**config.mk**
```make
export PLATFORM = sky130hd
export DESIGN_NAME = uart_baudgen_frac_flat
export DESIGN_NICKNAME = d
export VERILOG_FILES = /design/src/rtl/uart_baudgen_frac_pkg.sv /design/src/rtl/uart_baudgen_frac_if.sv /design/src/rtl/uart_baudgen_frac_divider.sv /design/src/rtl/uart_baudgen_frac.sv /design/src/flat_wrapper.sv
export SDC_FILE = /design/constraint.sdc
export NUM_CORES = 1
export LEC_CHECK = 0
export ABC_AREA = 1
export ABC_CLOCK_PERIOD_IN_PS = 8400
export CAP_MARGIN = 20
export CELL_PAD_IN_SITES_DETAIL_PLACEMENT = 1
export CELL_PAD_IN_SITES_GLOBAL_PLACEMENT = 2
export CORE_UTILIZATION = 38
export DETAILED_ROUTE_END_ITERATION = 6
export GPL_TIMING_DRIVEN = 0
export PLACE_DENSITY = 0.95
export REMOVE_ABC_BUFFERS = 1
export SYNTH_ARGS = -nofsm -noshare
export SYNTH_HDL_FRONTEND = slang
export SYNTH_SLANG_ARGS = --single-unit
```
**constraint.sdc**
```tcl
create_clock -name clk -period 8.4 [get_ports clk]
set_clock_uncertainty 0.05 [all_clocks]
set_input_delay 1.26 -clock clk [delete_from_list [all_inputs] [get_ports clk]]
set_output_delay 1.26 -clock clk [all_outputs]
set_load 0.05 [all_outputs]
```
**src/rtl/uart_baudgen_frac_pkg.sv**
```systemverilog
// Shared types and divider math for the fractional UART baud generator.
package uart_baudgen_frac_pkg;

  localparam int UART_INT_W  = 12;
  localparam int UART_FRAC_W = 4;

  typedef struct packed {
    logic [UART_INT_W-1:0]  int_part;
    logic [UART_FRAC_W-1:0] frac_part;
  } uart_div_t;

  // Fixed-point clk cycles per oversample tick, rounded to nearest, never 0.
  function automatic longint calc_div_fx(longint clk_hz, longint baud, longint osr, int frac_w);
    longint den;
    longint fx;
    den = baud * osr;
    fx  = ((clk_hz << frac_w) + den / 2) / den;
    return (fx < 1) ? 1 : fx;
  endfunction

endpackage

```
**src/rtl/uart_baudgen_frac_if.sv**
```systemverilog
// Config/tick bundle between the register block, the baud generator and the UART cores.
interface uart_baudgen_frac_if
  import uart_baudgen_frac_pkg::*;
#(
  parameter int INT_W  = UART_INT_W,
  parameter int FRAC_W = UART_FRAC_W
);
  logic              en;
  logic [INT_W-1:0]  cfg_int;
  logic [FRAC_W-1:0] cfg_frac;
  logic              cfg_load;
  logic              resync;
  logic              os_tick;
  logic              bit_tick;
  logic              mid_tick;
  logic              cfg_ack;

  modport master (
    output en, cfg_int, cfg_frac, cfg_load, resync,
    input  os_tick, bit_tick, mid_tick, cfg_ack
  );

  modport slave (
    input  en, cfg_int, cfg_frac, cfg_load, resync,
    output os_tick, bit_tick, mid_tick, cfg_ack
  );
endinterface

```
**src/rtl/uart_baudgen_frac_divider.sv**
```systemverilog
// Fractional-N period counter: int clocks per period, plus one extra clock
// whenever the fractional accumulator overflows.
module uart_frac_divider #(
  parameter int INT_W  = 12,
  parameter int FRAC_W = 4
)(
  input  logic              clk,
  input  logic              rst_n,
  input  logic              en,
  input  logic              clear,
  input  logic              acc_clr,
  input  logic [INT_W-1:0]  div_int,
  input  logic [FRAC_W-1:0] div_frac,
  output logic              os
);
  logic [INT_W-1:0]  cnt;
  logic [FRAC_W-1:0] acc;
  logic              carry;
  logic [INT_W-1:0]  eff_int;
  logic [FRAC_W-1:0] eff_frac;
  logic [INT_W:0]    last;
  logic [FRAC_W:0]   sum;

  // A zero divider degenerates to one tick per clock with no fraction.
  always_comb begin
    eff_int  = (div_int == '0) ? INT_W'(1) : div_int;
    eff_frac = (div_int == '0) ? '0 : div_frac;
    last     = {1'b0, eff_int} + {{INT_W{1'b0}}, carry} - (INT_W+1)'(1);
    sum      = {1'b0, acc} + {1'b0, eff_frac};
    os       = en && !clear && ({1'b0, cnt} == last);
  end

  always_ff @(posedge clk or negedge rst_n) begin
    if (!rst_n) begin
      cnt   <= '0;
      acc   <= '0;
      carry <= 1'b0;
    end else if (!en || clear) begin
      cnt   <= '0;
      acc   <= '0;
      carry <= 1'b0;
    end else if (os) begin
      cnt <= '0;
      if (acc_clr) {carry, acc} <= '0;
      else         {carry, acc} <= sum;
    end else begin
      cnt <= cnt + INT_W'(1);
    end
  end
endmodule

```
**src/rtl/uart_baudgen_frac.sv**
```systemverilog
// Fractional UART baud generator: oversample, bit and mid-bit ticks with
// bit-aligned runtime reconfiguration and RX phase resync.
module uart_baudgen_frac
  import uart_baudgen_frac_pkg::*;
#(
  parameter int CLK_HZ       = 50_000_000,
  parameter int DEFAULT_BAUD = 9_600,
  parameter int OSR          = 16,
  parameter int INT_W        = UART_INT_W,
  parameter int FRAC_W       = UART_FRAC_W
)(
  input logic            clk,
  input logic            rst_n,
  uart_baudgen_frac_if.slave bus
);
  localparam int     SUB_W   = $clog2(OSR);
  localparam longint DEF_FX  = calc_div_fx(CLK_HZ, DEFAULT_BAUD, OSR, FRAC_W);
  localparam longint INT_MAX = (longint'(1) << INT_W) - 1;
  localparam logic [INT_W-1:0]  DEF_INT  =
    INT_W'(((DEF_FX >> FRAC_W) > INT_MAX) ? INT_MAX : (DEF_FX >> FRAC_W));
  localparam logic [FRAC_W-1:0] DEF_FRAC = FRAC_W'(DEF_FX);

  uart_div_t        act, shadow;
  logic             pending;
  logic [SUB_W-1:0] sub;
  logic             os, boundary, apply;
  logic             os_r, bit_r, mid_r, ack_r;

  uart_frac_divider #(.INT_W(INT_W), .FRAC_W(FRAC_W)) u_div (
    .clk      (clk),
    .rst_n    (rst_n),
    .en       (bus.en),
    .clear    (bus.resync),
    .acc_clr  (apply),
    .div_int  (act.int_part),
    .div_frac (act.frac_part),
    .os       (os)
  );

  // New divider only takes effect on a bit edge so a frame never mixes rates.
  always_comb begin
    boundary = os && (sub == SUB_W'(OSR-1));
    apply    = pending && (boundary || !bus.en || bus.resync);
  end

  always_ff @(posedge clk or negedge rst_n) begin
    if (!rst_n) begin
      act     <= '{int_part: DEF_INT, frac_part: DEF_FRAC};
      shadow  <= '0;
      pending <= 1'b0;
      sub     <= '0;
      os_r    <= 1'b0;
      bit_r   <= 1'b0;
      mid_r   <= 1'b0;
      ack_r   <= 1'b0;
    end else begin
      os_r  <= os;
      bit_r <= boundary;
      mid_r <= os && (sub == SUB_W'(OSR/2-1));
      ack_r <= apply;

      if (!bus.en || bus.resync) sub <= '0;
      else if (os)               sub <= sub + SUB_W'(1);

      if (bus.cfg_load) shadow <= '{int_part: bus.cfg_int, frac_part: bus.cfg_frac};

      // A load landing on the apply edge wins over the older shadow value.
      if (apply) begin
        act     <= bus.cfg_load ? '{int_part: bus.cfg_int, frac_part: bus.cfg_frac} : shadow;
        pending <= 1'b0;
      end else if (bus.cfg_load) begin
        pending <= 1'b1;
      end
    end
  end

  assign bus.os_tick  = os_r;
  assign bus.bit_tick = bit_r;
  assign bus.mid_tick = mid_r;
  assign bus.cfg_ack  = ack_r;
endmodule

```
**src/flat_wrapper.sv**
```systemverilog
// flat-port wrapper written by rule: the top's interface ports become plain ports
module uart_baudgen_frac_flat import uart_baudgen_frac_pkg::*;
#(
  parameter int CLK_HZ       = 50_000_000,
  parameter int DEFAULT_BAUD = 9_600,
  parameter int OSR          = 16,
  parameter int INT_W        = UART_INT_W,
  parameter int FRAC_W       = UART_FRAC_W
)
  (clk, rst_n, bus_en, bus_cfg_int, bus_cfg_frac, bus_cfg_load, bus_resync, bus_os_tick, bus_bit_tick, bus_mid_tick, bus_cfg_ack);
  uart_baudgen_frac_if #(.INT_W(INT_W), .FRAC_W(FRAC_W)) bus_i ();
  input logic clk;
  input logic rst_n;
  input wire logic [$bits(bus_i.en)-1:0] bus_en;
  input wire logic [$bits(bus_i.cfg_int)-1:0] bus_cfg_int;
  input wire logic [$bits(bus_i.cfg_frac)-1:0] bus_cfg_frac;
  input wire logic [$bits(bus_i.cfg_load)-1:0] bus_cfg_load;
  input wire logic [$bits(bus_i.resync)-1:0] bus_resync;
  output wire logic [$bits(bus_i.os_tick)-1:0] bus_os_tick;
  output wire logic [$bits(bus_i.bit_tick)-1:0] bus_bit_tick;
  output wire logic [$bits(bus_i.mid_tick)-1:0] bus_mid_tick;
  output wire logic [$bits(bus_i.cfg_ack)-1:0] bus_cfg_ack;
  assign bus_i.en = bus_en;
  assign bus_i.cfg_int = bus_cfg_int;
  assign bus_i.cfg_frac = bus_cfg_frac;
  assign bus_i.cfg_load = bus_cfg_load;
  assign bus_i.resync = bus_resync;
  assign bus_os_tick = bus_i.os_tick;
  assign bus_bit_tick = bus_i.bit_tick;
  assign bus_mid_tick = bus_i.mid_tick;
  assign bus_cfg_ack = bus_i.cfg_ack;
  uart_baudgen_frac #(.CLK_HZ(CLK_HZ), .DEFAULT_BAUD(DEFAULT_BAUD), .OSR(OSR), .INT_W(INT_W), .FRAC_W(FRAC_W)) u_core (.clk(clk), .rst_n(rst_n), .bus(bus_i));
endmodule
```
==> results.cfg <==
[outcome]
status = finished clean

[yosys]
yosysTopAreaCellShare_pct = 42.8
postSynthCellCount = 374
yosys_warnings = 0
yosysUniqueCellTypes = 34
yosys-top-cells-area = dfrtp_1, nand2_1, nand3_1
syn_avg_cell_area_sq_um = 8.29
syn_area_sq_um = 3100
ys_ff_latch = 58
synth_top_area_cell = dfrtp_1
synth_seq_area_share_pct = 47.0

[timing]
finalSetupTns_ps = 0
tightest_slew_ps = 964
timing.fmax_ghz = 0.246
drv_slew = 0
setup_viol = 0
slew-limit-headroom_pct = 35.2
min_period_over_period_pct = 48.4
finalCriticalPeriod_ps = 4060
holdWs_ps = 430
rsz0062_at_grt = no
hold_viol = 0
finalWorstSetupSlack_ps = 4340

[layout]
drive_above_1_share_pct = 11.3
final_cell_mix = nand2_1, dfrtp_1, nand3_1
fin_nets = 431
antenna-diode-count = 0
layout_commonest_cell = nand2_1
utilization_pct = 46.8
syn2layout_area_growth_pct = 17.7

[power]
ir_drop_mv = 0.117
sw_frac_of_total_pct = 34.7
pwr-share-clk_pct = 30.4
p_seq_share_pct = 41.7
comb_power_share_pct = 28.0
cellInternalPower_mw = 0.579
netSwitchingPower_mw = 0.308
power_density_nw_per_um2 = 243
power.total_mw = 0.887
power_leakage_nw = 1.74

[floorplanning]
start_util_pct = 39.7
core_area_sq_um = 7810
dieArea_sq_um = 8530
core.rowCount = 32
die_w_um = 92.3
die_h_um = 92.3
io_pins = 25

[clocking]
clock-sinks = 58
clock-root-buffer = clkbuf_8
clkTransAtPathRegs_ps = 60
cts.htree.levels = 3
clock_tree.buffer_depth = 2
cts_resized = 0
cts_buffers = 9
insertion_delay_ps = 340
cts_tree = built
ctsHoldBuffers = 0
post_cts_buffers = 0

[worst_setup_path]
r2r_slack_ps = 4340
crit_path_start_kind = register
cp.arrival_ps = 4240
r2r_end = u_core.act[7]
crit_fanout = 19
worst_setup_path_end_kind = register
cp.required_ps = 8580
r2r-start = u_core.act[9]
reg2reg_depth = 23
crit_type = reg -> reg

[global_route]
first_global_vias = 2693
grt_usage_pct = 19.4
grt_pass1_wl_um = 12600
grt_max_degree = 38
grt-ovfl-total = 0
antenna_found_initial = 0

[worst_hold_path]
worstHoldStart = u_core.act[2]
min_path_cells = 2
min_to = u_core.act[2]
min_path_type = reg -> reg

[placement]
dp_hpwl_um = 5440
gp_congestion = 0.789
pre_cts_ws_ps = 4270
port_buffers = 24

[drt]
drt_wl_total_um = 7230
remaining_drc_errors = 0
vias_per_cell = 4.87
drt_iter0_drc = 70
detail_route.wl_per_cell_um = 14.2
ant_nets = 0
drt-pass1-iter-count = 4
vias = 2473

[job]
cap_viol_max_count = 0
-- stage by stage --
stage | std cells | cell area [sq um]
finish | 508 | 3650
global route | 508 | 3650
CTS | 508 | 3650
detailed placement | 492 | 3440
global placement | 491 | 3420
floorplan | 365 | 3050
-- synth_stat cells, drive strengths merged --
| cell type | number |
|---|---|
| clkbuf | 3 |
| nand4 | 2 |
| a21oi | 3 |
| nand3b | 1 |
| o21ai | 7 |
| and2 | 1 |
| nor3 | 5 |
| xnor2 | 4 |
| nand3 | 45 |
| nor3b | 2 |
| dfstp | 5 |
| buf | 6 |
| inv | 38 |
| clkinv | 1 |
| dfrtp | 53 |
| fa | 1 |
| mux2 | 16 |
| ha | 8 |
| nand2 | 111 |
| nor4 | 2 |
| nor2 | 46 |
| xor2 | 10 |
| o2111ai | 3 |
| o211ai | 1 |
-- power groups by stage --
| stage | sequential [mW] | combinational, mW | clock, mW |
|---|---|---|---|
| floorplan | 0.362 | 0.179 | 0 |
| global placement | 0.370 | 0.235 | 0 |
| detailed placement | 0.372 | 0.249 | 0 |
| CTS | 0.369 | 0.253 | 0.275 |
| global route | 0.376 | 0.288 | 0.286 |
| finish | 0.370 | 0.248 | 0.269 |
-- worst max-delay path: stages (launching register included) --
cell and delay (ps):
dfrtp_1 450, nor2_2 190, nand2_1 120, inv_1 90
nand2_1 60, nor4_1 730, nor2_1 100, ha_1 250
ha_1 300, inv_1 40, nand2_1 50, nand2_1 40
nor2_1 80, nand3_1 80, nor2_1 170, nand2_1 80
nor2_1 80, nand3_1 90, nor2_2 120, nand4_2 110
nand2_4 220, nand2_4 210, nand2_1 130, nand2_1 70
-- kinds of logic (layout without fill, tap and decap cells) --
| group | after synthesis | in the layout | share of synthesized area, % |
|---|---|---|---|
| fa+ha+maj | 9 | 9 | 3.87 |
| buf+inv | 48 | 80 | 6.29 |
| xor+xnor | 14 | 14 | 4.20 |
| compound gates | 14 | 14 | 2.70 |
| flops | 58 | 58 | 47.0 |
| simple gates | 215 | 215 | 30.1 |
| mux | 16 | 16 | 5.81 |
-- how the worst max path moves through the flow --
stage,start,slack [ps],end
2_1_floorplan,u_core.act[9],5210,u_core.pending
3_3_place_gp,rst_n,4170,u_core.sub[3]
3_5_place_dp,u_core.act[9],4270,u_core.act[7]
4_1_cts,u_core.act[9],4240,u_core.act[7]
5_1_grt,u_core.act[9],3870,u_core.act[13]
6_report,u_core.act[9],4340,u_core.act[7]
-- layer usage --
| metal | vias to the layer above | GRT usage (%) | part of all wire, % |
|---|---|---|---|
| met3 | 11 | 4.19 | 2.2 |
| met2 | 27 | 31.9 | 49 |
| met5 | - | 0 | 0 |
| met1 | 1191 | 24.5 | 47 |
| li1 | 1244 | - | - |
| met4 | 0 | 8.33 | 1.5 |
-- state kept, by name (all words and copies together), names as in the netlist --
name / count
u_core.pending: 1
u_core.bus.mid_tick: 1
u_core.bus.bit_tick: 1
u_core.u_div.cnt: 12
u_core.shadow: 16
u_core.sub: 4
u_core.bus.os_tick: 1
u_core.u_div.carry: 1
u_core.u_div.acc: 4
u_core.bus.cfg_ack: 1
u_core.act: 16
-- area by class of cell --
type,instances,area [sq um]
fillers,970,4160
flip-flops and latches,58,1460
multi-input cells,268,1450
repair buffers,25,263
clock buffers,14,173
inverters,39,146
well taps,102,128
clock inverters,2,35.0
No activity file was read; power rests on OpenSTA's default activity.
